<file path="config.mk">
export PLATFORM = sky130hd
export DESIGN_NAME = boot_loader
export DESIGN_NICKNAME = d
export VERILOG_FILES = /design/src/rtl/boot_loader.sv
export SDC_FILE = /design/constraint.sdc
export NUM_CORES = 1
export LEC_CHECK = 0
export BUFFER_PORTS_ARGS = -buffer_cell sky130_fd_sc_hd__buf_2
export CAP_MARGIN = 15
export CORE_MARGIN = 3
export CORE_UTILIZATION = 45
export DETAILED_ROUTE_END_ITERATION = 12
export GPL_TIMING_DRIVEN = 0
export PLACE_DENSITY = 0.65
export SYNTH_ARGS = -nofsm -noshare
export SYNTH_HDL_FRONTEND = slang
export SYNTH_SLANG_ARGS = --single-unit
</file>
<file path="constraint.sdc">
create_clock -name clk -period 3.8 [get_ports clk]
set_clock_uncertainty 0.15 [all_clocks]
set_input_delay 0.76 -clock clk [delete_from_list [all_inputs] [get_ports clk]]
set_output_delay 0.76 -clock clk [all_outputs]
set_load 0.01 [all_outputs]
</file>
<file path="src/rtl/boot_loader.sv">
// Boot loader: assembles a little-endian word image from a byte stream into
// instruction memory, verifies an XOR checksum, then releases core reset.
module boot_loader #(
  parameter int unsigned IMEM_DEPTH = 256,
  parameter int unsigned ADDR_W     = 8
) (
  input  logic              clk,
  input  logic              nrst,
  input  logic              reload,
  input  logic              in_valid,
  input  logic [7:0]        in_data,
  output logic              in_ready,
  output logic              imem_we,
  output logic [ADDR_W-1:0] imem_addr,
  output logic [31:0]       imem_wdata,
  output logic              core_nrst,
  output logic              busy,
  output logic              done,
  output logic              err,
  output logic [ADDR_W:0]   words_loaded
);

  typedef enum logic [2:0] {HDR0, HDR1, LOAD, CSUM, RUN, ERR} state_t;

  state_t      state, state_nxt;
  logic [15:0] n_words;
  logic [15:0] n_hdr;
  logic [1:0]  lane;
  logic [7:0]  csum;
  logic [23:0] word_sr;
  logic        xfer;
  logic        last_done;

  always_comb begin
    n_hdr     = {in_data, n_words[7:0]};
    last_done = (32'(words_loaded) == 32'(n_words));
    in_ready  = 1'b0;
    case (state)
      HDR0, HDR1, CSUM: in_ready = !reload;
      // Hold off the checksum byte while the final word's write is in flight.
      LOAD:             in_ready = !reload && !last_done;
      default:          in_ready = 1'b0;
    endcase
    xfer = in_valid && in_ready;

    state_nxt = state;
    case (state)
      HDR0: if (xfer) state_nxt = HDR1;
      HDR1: if (xfer) begin
        if (32'(n_hdr) > IMEM_DEPTH) state_nxt = ERR;
        else if (n_hdr == 16'd0)     state_nxt = CSUM;
        else                         state_nxt = LOAD;
      end
      LOAD: if (last_done) state_nxt = CSUM;
      CSUM: if (xfer) state_nxt = (in_data == csum) ? RUN : ERR;
      default: state_nxt = state;
    endcase
    if (reload) state_nxt = HDR0;

    busy = (state == HDR0) || (state == HDR1) || (state == LOAD) || (state == CSUM);
    done = (state == RUN);
    err  = (state == ERR);
  end

  always_ff @(posedge clk or negedge nrst) begin
    if (!nrst) begin
      state        <= HDR0;
      core_nrst    <= 1'b0;
      imem_we      <= 1'b0;
      imem_addr    <= '0;
      imem_wdata   <= '0;
      words_loaded <= '0;
      n_words      <= '0;
      lane         <= '0;
      csum         <= '0;
      word_sr      <= '0;
    end else begin
      state     <= state_nxt;
      core_nrst <= (state_nxt == RUN);
      imem_we   <= 1'b0;
      if (reload) begin
        words_loaded <= '0;
        n_words      <= '0;
        lane         <= '0;
        csum         <= '0;
        word_sr      <= '0;
      end else if (xfer) begin
        case (state)
          HDR0: n_words[7:0]  <= in_data;
          HDR1: n_words[15:8] <= in_data;
          LOAD: begin
            csum <= csum ^ in_data;
            lane <= lane + 2'd1;
            // Bytes shift in from the top so lane 0 ends up least significant.
            if (lane == 2'd3) begin
              imem_we      <= 1'b1;
              imem_addr    <= words_loaded[ADDR_W-1:0];
              imem_wdata   <= {in_data, word_sr};
              words_loaded <= words_loaded + (ADDR_W+1)'(1);
            end else begin
              word_sr <= {in_data, word_sr[23:8]};
            end
          end
          default: ;
        endcase
      end
    end
  end

endmodule
</file>
==> results.yml, run 1 <==
yosys:
  syn-num-nets: 429
  synth_seq_cells: 104
  yosysWarnings: 0
  synthesis.area_sq_um: 4790
  async_flop_share: 1.00
  syn_inst: 415
  synth_edf_count: 0
  synth_area_leaders: "dfrtp_1 54%, mux2_2 9.9%, mux2i_1 3.6%"
  ys_seq_area_frac: 0.544
  yosysTopAreaCell: "dfrtp_1"
  syn_area_per_cell_sq_um: 11.5
  netlist.area_leader.share: 0.544
  yosysMostFrequentCell: "dfrtp_1"
  synth_ff_type: "dfrtp_1"
  yosysUniqueCellTypes: 50
  synthTopCellsByCount: "104 x dfrtp_1, 42 x mux2_2, 31 x nand3_1"
clock_tree:
  clockBufferDepth: 2
  clockRootBuffer: "clkbuf_8"
  numCtsBuffers: 9
  clock_sinks: 104
  tritoncts: "yes"
  postCtsSetupBuffers: 0
  cts-hold-fix-buffers: 0
  path_clk_slew_ps: 110
  h-tree-depth: 3
  cts_resized: 0
  insertion_delay_ps: 370
detailed_routing:
  firstDrtPassIters: 5
  routedWlPerCell_microns: 17.7
  drt_iter0_drc: 224
  vias_per_cell: 5.63
  ant_nets: 0
  num_vias: 3538
  drc: 0
  wl_microns: 11100
grt:
  grt_max_degree: 74
  grt_antenna_before_repair: 0
  grt_pass1_wl_microns: 18200
  overflow: 0
  grt_pass1_vias: 3419
  grt_usage: 0.200
floorplanning:
  rows: 37
  die-area_sq_um: 11900
  coreArea_sq_um: 10300
  start_util: 0.464
  io_pins: 67
  fp.dieH_microns: 109
  dieWidth_microns: 109
timing:
  relSlewSlack: 0.546
  rsz0062_at_grt: "no"
  worstMarginPinSlew_ps: 679
  fin_crit_sh: 0.875
  setup_violations: 0
  finalCriticalPeriod_ps: 3330
  hold_violations: 0
  fmax_mhz: 301
  fin_setup_tns_ps: 0
  drv_slew: 0
placed_design:
  place_congestion: 0.854
  port_buffers: 60
  dpl.cell_count: 612
  place_hpwl_microns: 7890
cells_and_area:
  final_layout_size_suffix_gt1_frac: 0.295
  antenna_cells: 0
  nets: 501
  syn_to_final_growth_pct: 14.8
  instances_no_fill: 628
job:
  drv_cap: 0
setup_path:
  crit_required_ps: 2890
  path_delay_family: "simple AND/OR/NAND/NOR gates"
  startpoint_type: "flip-flop"
  cp_cell_sequence: "nor3_1, nand4_2, nor3_4, clkbuf_1, nor2_1, buf_2"
  cpMaxStageDelayCell: "dfrtp_1"
  critical-path-max-stage-delay_ps: 400
  worstSetupPathType: "reg -> out"
  critical_path.max_fanout: 10
  crit_path_end_kind: "output port"
  path_buf_inv: 2
  crit_arrival_ps: 2420
pwr:
  power_density_nw_per_um2: 356
  leakage_uw: 0.00270
  p_total_uw: 1960
  ir_drop_mv: 0.167
min_path:
  hold_class: "in -> async"
status:
  status: "finished, final reports clean"
routing by layer:
layer	wire length, microns	track usage	part of all wire	up-vias
met2	5150	0.305	0.46	117
li1	-	-	-	1648
met4	187	0.0658	0.017	0
met3	660	0.0320	0.059	12
met5	0	0	0	-
met1	5150	0.290	0.46	1761
where the power goes:
group          internal (uW)  total, uW  switching [uW]
registers               1120       1130            11.1
clock network            264        704             440
logic                   41.2        127            85.3
total                   1420       1960             536
cells by family after synthesis:
logic type	after synthesis	synth area share
adder cells (fa/ha/maj)	2	0.00523
XOR/XNOR	15	0.0274
AND/OR/NAND/NOR	133	0.159
multiplexers	60	0.137
flip-flops	104	0.544
AO/OA/AOI/OAI	70	0.0951
buffers and inverters	31	0.0324
final timing paths:
path                            slack (ps)                  endpoint  cells after the start                     start
worst max-delay path                   470                  in_ready                      6   n_words[13]$_DFFE_PN0P_
min in group clk                       360  imem_addr[2]$_DFFE_PN0P_                      1  imem_addr[2]$_DFFE_PN0P_
worst min-delay path                   160  imem_addr[3]$_DFFE_PN0P_                      1                      nrst
max in group asynchronous             2650   word_sr[22]$_DFFE_PN0P_                      2                      nrst
worst max register to register        1340   word_sr[23]$_DFFE_PN0P_                      6        state[2]$_DFF_PN0_
worst min register to register         360  imem_addr[2]$_DFFE_PN0P_                      1  imem_addr[2]$_DFFE_PN0P_
placed cells by master (no fill, tap or decap), types with 14 or more instances in the layout:
cell	Yosys	layout
dfrtp_1	104	104
buf_2	6	65
mux2i_1	17	17
nand2_1	15	15
clkbuf_1	14	14
xnor2_1	15	15
o21ai_0	24	24
nor2_1	25	25
nand3_1	31	31
a21oi_1	19	19
mux2_2	42	42
through the flow:
step | hold WS [ps] | cell area [sq um] | worst slack [ps] | utilization
3_5_place_dp | 337 | 5290 | 878 | 0.512
3_3_place_gp | 332 | 5260 | 665 | 0.509
2_1_floorplan | 314 | 4790 | 1400 | -
6_report | 163 | 5500 | 473 | 0.532
4_1_cts | 167 | 5500 | 454 | 0.532
5_1_grt | 181 | 5500 | 272 | 0.532
worst reg2reg max path, stage by stage, from the launching register on:
cell and delay, ps:
dfrtp_1 480, nor3b_2 400, nand2_1 290, nor2_1 380, clkbuf_1 430, nand3_1 140, a21oi_1 140
state kept, by name, indices dropped and copies added (netlist names):
signal	cells
core_nrst	1
csum	8
imem_addr	8
imem_wdata	32
imem_we	1
lane	2
n_words	16
state	3
word_sr	24
words_loaded	9
cell type report:
type | instances | area, sq um
multi-input cells | 280 | 2030
clock inverters | 7 | 85.1
plain buffers | 26 | 136
flip-flops and latches | 104 | 2600
repair buffers | 61 | 330
inverters | 5 | 18.8
clock buffers | 9 | 124
fillers | 940 | 4830
well taps | 136 | 170
Power figures use the tool's default switching activity.
==> run 2, diff against run 1 <==
Settings changed: REMOVE_ABC_BUFFERS from default to 1.
==> results.yml, run 2 (synthesis results as in run 1) <==
setup_path:
  critical_path.most_common_cell: "buf_2"
  path_buf_inv: 3
  ff2ff_setup_slack_ps: 850
  crit_arrival_ps: 2530
  cp_num_cells: 5
  ff2ff_path_depth: 5
  critical-path-max-stage-delay_ps: 670
  path_delay_family: "buffers and inverters"
  cp_cell_sequence: "buf_2, clkinvlp_4, nand2_1, nor2_1, buf_2"
  crit_path_end_kind: "output port"
  r2r-end: "word_sr[5]$_DFFE_PN0P_"
  setup.worst_path.end: "in_ready"
  startpoint_type: "primary input"
  critical_path.max_fanout: 43
  crit_start: "reload"
  worstSetupPathType: "in -> out"
  cpMaxStageDelayCell: "buf_2"
  crit_required_ps: 2890
  r2r-start: "state[2]$_DFF_PN0_"
pwr:
  power_density_nw_per_um2: 371
  combPwrFrac: 0.061
  ir_drop_mv: 0.216
  p_sw_frac: 0.235
  p_total_uw: 2010
  leakage_uw: 0.00267
  switchingPower_uw: 473
  pwr-share-clk: 0.379
  power_frac_seq: 0.559
  internal-power_uw: 1540
timing:
  fin_setup_tns_ps: 0
  relSlewSlack: 0.352
  drv_slew: 0
  finalCriticalPeriod_ps: 3440
  rsz0062_at_grt: "no"
  worst_slack_ps: 365
  fmax_mhz: 291
  worstMarginPinSlew_ps: 971
  setup_violations: 0
  hold_violations: 0
  fin_crit_sh: 0.904
clock_tree:
  clock_sinks: 104
  numCtsBuffers: 9
  path_clk_slew_ps: 100
  h-tree-depth: 3
  cts-hold-fix-buffers: 0
  postCtsSetupBuffers: 0
  clockBufferDepth: 2
  clockRootBuffer: "clkbuf_8"
  tritoncts: "yes"
  insertion_delay_ps: 370
floorplanning:
  fp.dieH_microns: 109
  rows: 37
  dieWidth_microns: 109
  io_pins: 67
  coreArea_sq_um: 10300
  die-area_sq_um: 11900
  start_util: 0.464
placed_design:
  place_ws_ps: 166
  place_hpwl_microns: 6990
  place_congestion: 0.830
  port_buffers: 66
  dpl.cell_count: 593
job:
  drv_cap: 0
cells_and_area:
  final_cell_mix: "104 x dfrtp_1, 65 x buf_2, 42 x mux2_2"
  top_regs: "imem_wdata x32, word_sr x24, n_words x16"
  antenna_cells: 0
  top_register: "imem_wdata"
  final_core_util: 0.526
  final_layout_size_suffix_gt1_frac: 0.299
  nFillCells: 960
  largest_register_ffs: 32
  final_common_cell: "dfrtp_1"
  nets: 482
  instances_no_fill: 608
  syn_to_final_growth_pct: 13.5
detailed_routing:
  num_vias: 3423
  wirelength_met1_microns: 4930
  vias_per_cell: 5.63
  drt_iter0_drc: 194
  wl_met2_microns: 4970
  met3_length_microns: 460
  firstDrtPassIters: 4
  top_layer_used: "met4"
  routedWlPerCell_microns: 17.4
  ant_nets: 0
  drc: 0
  wl_microns: 10600
grt:
  grt_pass1_wl_microns: 17500
  grt_usage: 0.189
  overflow: 0
  grt_max_degree: 66
  grt_antenna_before_repair: 0
  grt_pass1_vias: 3412
status:
  status: "finished, final reports clean"
min_path:
  hold_class: "in -> async"
run 2: cell type report:
cell class,instances,area [sq um],share of cell area
tap,136,170,0.0313
clock buffer,10,138,0.0253
timing repair buffer,68,388,0.0714
multi-input combinational,280,2030,0.374
clock inverter,5,81.3,0.0150
sequential,104,2600,0.479
inverter,5,22.5,0.00414
run 2: worst reg2reg max path: stages, from the launching register on:
cell,delay [ps]
dfrtp_1,480
nor3b_2,450
and2_1,430
nand2b_1,410
nor2_1,680
o21ai_0,220
run 2: power groups by stage:
stage          clock network, uW  logic, uW  registers [uW]
2_1_floorplan                  0       57.5            1150
3_3_place_gp                   0        119            1150
3_5_place_dp                   0        125            1150
4_1_cts                      785        125            1130
5_1_grt                      830        139            1130
6_report                     764        124            1130
run 2: how the worst min path moves through the flow:
stage | startpoint | endpoint | slack, ps | cells past startpoint
after floorplan | nrst | core_nrst$_DFF_PN0_ | 310 | 0
after global placement | imem_addr[6]$_DFFE_PN0P_ | imem_addr[6]$_DFFE_PN0P_ | 330 | 1
after detailed placement | imem_wdata[31]$_DFFE_PN0P_ | imem_wdata[31]$_DFFE_PN0P_ | 340 | 1
after CTS | nrst | imem_wdata[1]$_DFFE_PN0P_ | 220 | 1
after global routing | nrst | imem_wdata[1]$_DFFE_PN0P_ | 250 | 1
final | nrst | imem_wdata[1]$_DFFE_PN0P_ | 200 | 1
run 2: routing by layer:
layer | up-vias | global-route usage
met5 | - | 0
met4 | 0 | 0.0866
met3 | 16 | 0.0225
met2 | 79 | 0.285
met1 | 1724 | 0.273
li1 | 1604 | -
run 2: what timing repair did:
item,4_1_cts,5_1_grt
endpoints found under the setup margin,0,1
hold endpoints to repair,0,0
gates resized for setup,0,1
run 2: through the flow:
step / hold WS (ps) / instance area [sq um]
final: 198 / 5430
after global routing: 252 / 5430
after CTS: 221 / 5430
after detailed placement: 338 / 5210
after global placement: 332 / 5150
after floorplan: 314 / 4650
==> run 3, diff against run 2 <==
Settings changed: PLACE_DENSITY 0.65 to 0.63, SLEW_MARGIN from default to 25.
Clock period 3.8 ns to 3.48 ns, I/O delays scaled along.
==> results.yml, run 3 (synthesis results as in run 1) <==
status:
  status: "finished, final reports clean"
clock_tree:
  clock_sinks: 104
  numCtsBuffers: 9
  insertion_delay_ps: 380
  h-tree-depth: 3
  path_clk_slew_ps: 90
  clockBufferDepth: 2
  cts_resized: 1
  cts-hold-fix-buffers: 0
  tritoncts: "yes"
  clockRootBuffer: "clkbuf_8"
  postCtsSetupBuffers: 0
setup_path:
  ff2ff_path_depth: 6
  r2r-end: "imem_wdata[7]$_DFFE_PN0P_"
  startpoint_type: "flip-flop"
  crit_path_end_kind: "output port"
  crit_start: "n_words[13]$_DFFE_PN0P_"
  setup.worst_path.end: "in_ready"
  crit_arrival_ps: 2310
  critical_path.max_fanout: 15
  ff2ff_setup_slack_ps: 630
  r2r-start: "n_words[13]$_DFFE_PN0P_"
  worstSetupPathType: "reg -> out"
  crit_required_ps: 2630
placed_design:
  place_hpwl_microns: 7130
  port_buffers: 66
  placed_cell_area_sq_um: 5230
  place_congestion: 0.873
grt:
  grt_usage: 0.193
  grt_pass1_wl_microns: 17700
  overflow: 0
  grt_max_degree: 59
  grt_pass1_vias: 3377
  grt_antenna_before_repair: 0
cells_and_area:
  final_common_cell: "dfrtp_1"
  top_regs: "imem_wdata x32, word_sr x24, n_words x16"
  antenna_cells: 0
  largest_register_ffs: 32
  syn_to_final_growth_pct: 14.1
  final_cell_mix: "104 x dfrtp_1, 65 x buf_2, 42 x mux2_2"
  fin_area_sq_um: 5460
  top_register: "imem_wdata"
  nets: 484
  final_layout_size_suffix_gt1_frac: 0.299
pwr:
  combPwrFrac: 0.060
  p_total_uw: 2260
  leakage_uw: 0.00268
  internal-power_uw: 1740
  power_frac_seq: 0.545
  switchingPower_uw: 519
  ir_drop_mv: 0.210
  p_sw_frac: 0.230
  pwr-share-clk: 0.396
  power_density_nw_per_um2: 414
timing:
  fmax_mhz: 317
  drv_slew: 0
  fin_setup_tns_ps: 0
  finalCriticalPeriod_ps: 3150
  fin_crit_sh: 0.907
  hold_violations: 0
  setup_violations: 0
  relSlewSlack: 0.422
  worstMarginPinSlew_ps: 867
  worst_hold_slack_ps: 79.8
  rsz0062_at_grt: "no"
detailed_routing:
  vias_per_cell: 5.68
  num_vias: 3472
  routedWlPerCell_microns: 17.6
  drt_iter0_drc: 137
  drc: 0
  wl_microns: 10700
  firstDrtPassIters: 4
  ant_nets: 0
floorplanning:
  dieWidth_microns: 109
  coreArea_sq_um: 10300
  fp.dieH_microns: 109
  io_pins: 67
  die-area_sq_um: 11900
  rows: 37
  start_util: 0.464
min_path:
  hold_class: "in -> async"
job:
  drv_cap: 0
run 3: power by group through the flow:
stage	combinational, uW	sequential [uW]	clock, uW
2_1_floorplan	62.7	1250	0
3_3_place_gp	131	1250	0
3_5_place_dp	138	1250	0
4_1_cts	138	1230	917
5_1_grt	152	1230	972
6_report	135	1230	894
run 3: worst min path at each step:
stage / start / endpoint / slack [ps] / cells past startpoint
2_1_floorplan: nrst / core_nrst$_DFF_PN0_ / 250 / 0
3_3_place_gp: imem_addr[4]$_DFFE_PN0P_ / imem_addr[4]$_DFFE_PN0P_ / 330 / 1
3_5_place_dp: imem_addr[3]$_DFFE_PN0P_ / imem_addr[3]$_DFFE_PN0P_ / 340 / 1
4_1_cts: nrst / imem_we$_DFF_PN0_ / 100 / 1
5_1_grt: nrst / imem_we$_DFF_PN0_ / 110 / 1
6_report: nrst / imem_we$_DFF_PN0_ / 80 / 1
run 3: metrics by stage:
step                      instances  utilization  setup WS [ps]
final                           611        0.529            325
after global placement          591        0.499           -362
after global routing            611        0.529            131
after CTS                       611        0.529            282
after floorplan                 389            -            901
after detailed placement        595        0.506          -72.9
run 3: final cells by class:
type | instances | area, sq um
sequential | 104 | 2600
multi-input combinational | 280 | 2030
clock buffer | 11 | 131
fill | 947 | 4860
tap | 136 | 170
inverter | 5 | 20.0
clock inverter | 5 | 105
timing repair buffer | 70 | 402
run 3: critical path, cell delays in order (launching register included):
cell and delay, ps:
dfrtp_1 390, nor3_1 400, nand4_2 210, nor3_4 500, buf_6 240, nor2_1 50, buf_2 140
run 3: metal layers:
layer | track usage | part of all wire | wire (microns)
met3 | 0.0249 | 0.046 | 489
met4 | 0.0803 | 0.016 | 172
met2 | 0.301 | 0.48 | 5140
met1 | 0.273 | 0.46 | 4920
met5 | 0 | 0 | 0
